File: src/rtl/decode_stage.sv
// Decode stage: turns an opcode stream into registered, decoded fields with a
// valid/ready handshake on both sides. A load-next opcode takes two accepted
// words (opcode, then full-width immediate) and produces a single output.
module decode_stage #(
    parameter int IW   = 8,
    parameter int NREG = 4,
    parameter int RW   = $clog2(NREG)
) (
    input  logic            clk,
    input  logic            rst_n,
    input  logic            in_valid,
    output logic            in_ready,
    input  logic [IW-1:0]   instr,
    input  logic            force_nop,
    input  logic            flush,
    output logic            out_valid,
    input  logic            out_ready,
    output logic [RW-1:0]   rs_read,
    output logic [RW-1:0]   rt_read,
    output logic            is_write,
    output logic [NREG-1:0] reg_write,
    output logic            is_short_imm,
    output logic            is_jump,
    output logic            is_load_next,
    output logic [IW-1:0]   imm,
    output logic [2:0]      alu_op
);

    // Width of the sign-extended short immediate field in class 01
    localparam int SW = IW - 2 - RW;
    localparam logic [IW-1:0] LOAD_NEXT_OPC = {1'b1, {(IW-1){1'b0}}};

    typedef enum logic {OPC, IMM} state_t;

    state_t state;

    logic [1:0]      cls;
    logic [RW-1:0]   rsf;
    logic [RW-1:0]   rtf;
    logic            ln_opcode;
    logic            accept;
    logic            load_out;

    logic [RW-1:0]   nxt_rs;
    logic [RW-1:0]   nxt_rt;
    logic            nxt_is_write;
    logic [NREG-1:0] nxt_reg_write;
    logic            nxt_is_short_imm;
    logic            nxt_is_jump;
    logic            nxt_is_load_next;
    logic [IW-1:0]   nxt_imm;
    logic [2:0]      nxt_alu_op;

    assign cls       = instr[IW-1:IW-2];
    assign rsf       = instr[2*RW-1:RW];
    assign rtf       = instr[RW-1:0];
    assign ln_opcode = (instr == LOAD_NEXT_OPC);
    assign in_ready  = !flush && (!out_valid || out_ready);
    assign accept    = in_valid && in_ready;
    // A genuine load-next opcode only arms IMM; the output is written with the trailing word
    assign load_out  = accept && !(state == OPC && !force_nop && ln_opcode);

    // Next output field set: load-next result in IMM, NOP under force_nop, else class decode
    always_comb begin
        nxt_rs           = '0;
        nxt_rt           = '0;
        nxt_is_write     = 1'b0;
        nxt_reg_write    = '0;
        nxt_is_short_imm = 1'b0;
        nxt_is_jump      = 1'b0;
        nxt_is_load_next = 1'b0;
        nxt_imm          = '0;
        nxt_alu_op       = '0;
        if (state == IMM) begin
            nxt_is_load_next = 1'b1;
            nxt_is_write     = 1'b1;
            nxt_reg_write[0] = 1'b1;
            nxt_alu_op       = 3'b101;
            nxt_imm          = instr;
        end else if (!force_nop) begin
            case (cls)
                2'b00: begin
                    nxt_rs               = rsf;
                    nxt_rt               = rtf;
                    nxt_alu_op           = {1'b0, instr[IW-3:IW-4]};
                    nxt_is_write         = 1'b1;
                    nxt_reg_write[rsf]   = 1'b1;
                end
                2'b01: begin
                    nxt_rs               = instr[IW-3:IW-2-RW];
                    nxt_imm              = {{(IW-SW){instr[SW-1]}}, instr[SW-1:0]};
                    nxt_is_short_imm     = 1'b1;
                    nxt_alu_op           = 3'b100;
                    nxt_is_write         = 1'b1;
                    nxt_reg_write[instr[IW-3:IW-2-RW]] = 1'b1;
                end
                2'b10: begin
                    if (!ln_opcode) begin
                        nxt_rs           = rsf;
                        nxt_rt           = rtf;
                        nxt_alu_op       = 3'b111;
                    end
                end
                default: begin
                    nxt_is_jump          = 1'b1;
                    nxt_rs               = rtf;
                end
            endcase
        end
    end

    // State machine and registered outputs
    always_ff @(posedge clk or negedge rst_n) begin
        if (!rst_n) begin
            state        <= OPC;
            out_valid    <= 1'b0;
            rs_read      <= '0;
            rt_read      <= '0;
            is_write     <= 1'b0;
            reg_write    <= '0;
            is_short_imm <= 1'b0;
            is_jump      <= 1'b0;
            is_load_next <= 1'b0;
            imm          <= '0;
            alu_op       <= '0;
        end else if (flush) begin
            state     <= OPC;
            out_valid <= 1'b0;
        end else begin
            if (accept) begin
                state <= (state == OPC && !force_nop && ln_opcode) ? IMM : OPC;
            end
            if (load_out) begin
                out_valid    <= 1'b1;
                rs_read      <= nxt_rs;
                rt_read      <= nxt_rt;
                is_write     <= nxt_is_write;
                reg_write    <= nxt_reg_write;
                is_short_imm <= nxt_is_short_imm;
                is_jump      <= nxt_is_jump;
                is_load_next <= nxt_is_load_next;
                imm          <= nxt_imm;
                alu_op       <= nxt_alu_op;
            end else if (out_ready) begin
                out_valid <= 1'b0;
            end
        end
    end

endmodule

File: config.mk
export PLATFORM = sky130hd
export DESIGN_NAME = decode_stage
export DESIGN_NICKNAME = d
export VERILOG_FILES = /design/src/rtl/decode_stage.sv
export SDC_FILE = /design/constraint.sdc
export NUM_CORES = 1
export LEC_CHECK = 0
export BUFFER_PORTS_ARGS = -buffer_cell sky130_fd_sc_hd__buf_2
export CAP_MARGIN = 10
export CORE_UTILIZATION = 41
export CTS_BUF_LIST = sky130_fd_sc_hd__clkbuf_16
export CTS_CLUSTER_SIZE = 24
export DETAILED_ROUTE_END_ITERATION = 8
export PLACE_DENSITY = 0.7
export SLEW_MARGIN = 5
export SYNTH_ARGS = -nofsm -noshare
export SYNTH_HDL_FRONTEND = slang
export SYNTH_SLANG_ARGS = --single-unit
File: constraint.sdc
create_clock -name clk -period 2.5 [get_ports clk]
set_input_delay 0.75 -clock clk [delete_from_list [all_inputs] [get_ports clk]]
set_output_delay 0.75 -clock clk [all_outputs]
set_load 0.01 [all_outputs]
==> impl_metrics.tcl, run 1 <==
set metrics [dict create \
    synth_area_sq_um 1370 \
    gp_routability_congestion 0.825 \
    maxCapViolCount 0 \
    critical_path.max_fanout 13 \
    dpl_worst_slack_ns 0.232 \
    antenna_found_initial 0 \
    skew_ns 0.00254 \
    grt_setup_unrepaired "false" \
    ant_nets 0 \
    syn_nets 138 \
    dr.pass1.iters 4 \
    avgSynthCellArea_sq_um 11.0 \
    max_freq_mhz 501 \
    synthCells 124 \
    worst_slew_pin_slew_ns 0.545 \
    period_minus_slack_ns 2.00 \
    post_cts_resized 0 \
    floorplan.initialDensity 0.442 \
    r2r_setup_slack_ns 0.78 \
    avgRoutedWirePerCell_microns 13.2 \
    rows 20 \
    root_buffer "clkbuf_16" \
    cts_tree "built" \
    grt_usage 0.172 \
    crit_path_cell_trace "buf_2 -> nor4_4 -> nand2_2 -> o31ai_4 -> buf_4 -> mux2_2" \
    cts_num_sinks 25 \
    required_ns 2.64 \
    p_leak_uw 0.000894 \
    ys_ff_latch 25 \
    fin_nets 176 \
    period_share 0.799 \
    hold_slack_ns 0.476 \
    critical_path_class "primary input to flip-flop" \
    grt_max_degree 26 \
    cp-start-kind "primary input" \
    clkLatencyLatePin_ns 0.25 \
    cpMaxStageDelayCell "mux2_2" \
    drive_above_1_share 0.398 \
    cp.arrival_ns 2.14 \
    crit_path_max_incr_delay_ns 0.36 \
    drcViolationCount 0 \
    setup_ws_ns 0.503 \
    final_cell_mix "buf_2 (38), dfrtp_1 (25), nor2_1 (11), inv_1 (11), nand2_1 (10)" \
    syn_to_final_growth_pct 20.9 \
    hp-class "primary input to asynchronous set/reset pin" \
    async_flop_share 1.00 \
    crit_family "buffers and inverters" \
    drtIter0Drc 22 \
    post_cts_buffers 0 \
    cp-end-kind "flip-flop" \
    hold_viol 0 \
    cts_buffers 3 \
    clock_path_buffers 2 \
    power_uw 1080 \
    path_buf_inv 2 \
    power_density_nw_per_um2 652 \
    yosysSeqAreaShare 0.457 \
    dominantRegCellSynth "dfrtp_1" \
    slew_headroom 0.637 \
    dp_hpwl_mm 2.00 \
    ios 39 \
    ir_worst_vdd_v 0.000239 \
    die_area_sq_um 3580 \
    routed_wl_mm 2.71 \
    worstReg2RegEnd "is_short_imm" \
    ys_types 35 \
    drv_slew 0 \
    status "completed" \
    fp.dieW_microns 59.8 \
    grt_pass1_vias 1004 \
    grt_first_pass_wirelength_mm 4.55 \
    core-area_sq_um 3100 \
    vias_per_cell 5.05 \
    holdBufCountCts 0 \
    synth_warnings 0 \
    crit_start "instr[4]" \
    layout_commonest_cell "buf_2" \
    io_buffers 38 \
    synth_enable_flop_cells 0 \
    via_count 1036 \
    ff2ff_path_depth 5 \
    r2r-start "out_valid" \
    htree_num_levels 1 \
    die_h_microns 59.8 \
    gr-total-overflow 0 \
    num_antenna_cells 0 \
    fin_tns_setup_ns 0 \
    path_clk_slew_ns 0.06 \
    finalSetupViolCount 0 \
]
## synthesized netlist by cell type (2+ instances only)
master | number | area [sq um]
a21o_1 | 3 | 22.5
a21oi_1 | 2 | 10.0
a31oi_1 | 3 | 18.8
buf_4 | 2 | 15.0
buf_6 | 2 | 22.5
clkbuf_1 | 4 | 15.0
dfrtp_1 | 25 | 626
inv_1 | 10 | 37.5
mux2_2 | 5 | 56.3
mux2_4 | 8 | 120
mux2i_1 | 9 | 90.1
nand2_1 | 10 | 37.5
nor2_1 | 11 | 41.3
nor3_1 | 2 | 10.0
nor3b_1 | 3 | 22.5
o21ai_0 | 6 | 30.0
## worst max path at each step
stage	slack, ns	endpoint	depth (start not counted)
after floorplan	0.30	imm[6]	6
after global placement	0.30	imm[4]	6
after detailed placement	0.23	rs_read[0]	6
after CTS	0.50	rs_read[0]	6
after global routing	0.43	imm[4]	6
final	0.50	rs_read[0]	6
## power by group
part           leakage [uW]  switching, uW  internal (uW)
clock             0.0000423            131            214
sequential         0.000327           31.6            459
combinational      0.000524            129            116
## layout make-up
| type | instances | area, sq um |
|---|---|---|
| Clock buffer | 3 | 75.1 |
| Clock inverter | 1 | 3.75 |
| Fill cell | 303 | 1450 |
| Inverter | 10 | 37.5 |
| Multi-Input combinational cell | 80 | 639 |
| Sequential cell | 25 | 626 |
| Tap cell | 44 | 55.1 |
| Timing Repair Buffer | 42 | 220 |
## state kept, by name (all words and copies together) (netlist names)
signal	flops
rs_read	2
reg_write	4
is_load_next	1
is_jump	1
is_write	1
out_valid	1
state	1
imm	8
alu_op	3
rt_read	2
is_short_imm	1
## metrics by stage
step	area (sq um)	std cells	util
2_1_floorplan	1370	124	-
3_3_place_gp	1580	201	0.508
3_5_place_dp	1580	201	0.508
4_1_cts	1660	205	0.534
5_1_grt	1660	205	0.534
6_report	1660	205	0.534
## worst reg2reg max path: cells and delay by family, from the launching register on
kind / cells / cell delay (ns)
compound gates: 1 / 0.14
buf+inv: 1 / 0.23
flops: 1 / 0.38
mux: 1 / 0.31
simple gates: 2 / 0.54
## routing by layer
metal / global-route usage / vias to the layer above / wire length [microns]
met5: 0 / - / 0
met4: 0.0831 / 0 / 46
met3: 0.0390 / 6 / 118
met2: 0.260 / 35 / 1240
met1: 0.233 / 490 / 1300
li1: - / 505 / -
## cells by family (layout without fill, tap and decap cells)
family / count (synthesis) / after routing / synth area share
compound gates: 22 / 22 / 0.117
buf+inv: 19 / 56 / 0.0767
mux: 22 / 22 / 0.195
flops: 25 / 25 / 0.457
simple gates: 36 / 36 / 0.155
Power figures use the tool's default switching activity.
==> inputs of run 2 (changes only) <==
Clock period 2.5 ns to 1.85 ns, I/O delays scaled along.
==> run 2 against run 1 <==
Effect of this change:
- clock power grew 34%
- total power increased by 37%
- first-iteration DRC count decreased by 32%
- hold slack got worse by 0.20 ns
- count of clock-buffer cells in the layout unchanged
- core utilization grew 2.8 points
- sequential share of layout area is 1.9 points lower
- sequential cell count did not move
==> impl_metrics.tcl, run 2 (synthesis results as in run 1) <==
set metrics [dict create \
    drv_slew 0 \
    cp.arrival_ns 1.83 \
    period_share 0.915 \
    floorplan.initialDensity 0.442 \
    ant_nets 0 \
    critical_path.max_fanout 8 \
    cts_tree "built" \
    io_buffers 38 \
    setup_ws_ns 0.158 \
    gp_routability_congestion 0.816 \
    hp-class "primary input to asynchronous set/reset pin" \
    critical_path_class "primary input to flip-flop" \
    gr-total-overflow 0 \
    clkLatencyLatePin_ns 0.26 \
    grt_first_pass_wirelength_mm 4.97 \
    final_cell_mix "buf_2 (38), dfrtp_1 (25), buf_4 (13), nor2_1 (11), inv_1 (11)" \
    rows 20 \
    drtIter0Drc 15 \
    ir_worst_vdd_v 0.000468 \
    routed_wl_mm 2.92 \
    htree_num_levels 1 \
    top_regs "imm: 8 flops, reg_write: 4 flops, alu_op: 3 flops" \
    hold_slack_ns 0.280 \
    p_leak_uw 0.000947 \
    root_buffer "clkbuf_16" \
    path_clk_slew_ns 0.06 \
    grt_max_degree 26 \
    final_cell_area_sq_um 1740 \
    crit_path_max_incr_delay_ns 0.35 \
    clock_path_buffers 2 \
    grt_pass1_vias 1068 \
    status "completed" \
    cts_num_sinks 25 \
    vias_per_cell 5.06 \
    skew_ns 0.00110 \
    power_density_nw_per_um2 849 \
    grt_usage 0.188 \
    die_h_microns 59.8 \
    layout_commonest_cell "buf_2" \
    slew_headroom 0.638 \
    holdBufCountCts 0 \
    maxCapViolCount 0 \
    ff2ff_path_depth 6 \
    dp_hpwl_mm 2.22 \
    dr.pass1.iters 4 \
    avgRoutedWirePerCell_microns 13.6 \
    cp-end-kind "flip-flop" \
    post_cts_resized 0 \
    fin_nets 186 \
    dpl-instance-area_sq_um 1670 \
    cts_buffers 3 \
    regMostFlops "imm" \
    num_antenna_cells 0 \
    via_count 1088 \
    max_freq_mhz 591 \
    required_ns 1.99 \
    worst_slew_pin_slew_ns 0.543 \
    period_minus_slack_ns 1.69 \
    dpl_worst_slack_ns -0.121 \
    largest_reg_flops 8 \
    hold_viol 0 \
    drcViolationCount 0 \
    die_area_sq_um 3580 \
    cpMaxStageDelayCell "mux2_2" \
    r2r_setup_slack_ns 0.25 \
    syn_to_final_growth_pct 27.3 \
    antenna_found_initial 0 \
    fp.dieW_microns 59.8 \
    ios 39 \
    crit_path_cell_trace "buf_2 -> nor4b_4 -> nand2_2 -> o31ai_4 -> buf_4 -> mux2_2" \
    drive_above_1_share 0.433 \
    fin_tns_setup_ns 0 \
    finalSetupViolCount 0 \
    core-area_sq_um 3100 \
    post_cts_buffers 0 \
    grt_setup_unrepaired "false" \
    cp-start-kind "primary input" \
]
## run 2: final timing paths
check / from / endpoint
min in group clk: alu_op[1] / alu_op[1]
worst max-delay path: instr[6] / is_write
worst min register to register: alu_op[1] / alu_op[1]
worst min-delay path: rst_n / rt_read[0]
max in group asynchronous: rst_n / imm[6]
worst max register to register: out_valid / is_load_next
## run 2: area by class of cell
class,count,area [sq um]
Multi-Input combinational cell,80,639
Fill cell,303,1360
Tap cell,44,55.1
Inverter,10,37.5
Sequential cell,25,626
Clock buffer,3,75.1
Timing Repair Buffer,52,308
Clock inverter,1,3.75
## run 2: worst max-delay path: cells and delay by family
kind | cells | cell delay (ns)
buffers and inverters | 2 | 0.34
multiplexers | 1 | 0.35
AND/OR/NAND/NOR | 2 | 0.39
AO/OA/AOI/OAI | 1 | 0.19
## run 2: through the flow
step,power (uW),cells,utilization
6_report,1480,215,0.562
5_1_grt,1560,215,0.562
4_1_cts,1500,215,0.562
3_5_place_dp,1030,211,0.537
3_3_place_gp,1020,211,0.537
2_1_floorplan,875,124,-
## run 2: where the power goes
group          total, uW  internal [uW]  switching (uW)  leakage [uW]
combinational        352            173             180      0.000577
clock                464            289             176     0.0000423
sequential           664            620            44.3      0.000327
total               1480           1080             400      0.000947
## run 2: metal layers
metal | vias up | share of wire | GRT usage
li1 | 527 | - | -
met1 | 527 | 0.44 | 0.243
met2 | 31 | 0.51 | 0.316
met3 | 3 | 0.048 | 0.0390
met4 | 0 | 0.0093 | 0.0532
met5 | - | 0 | 0
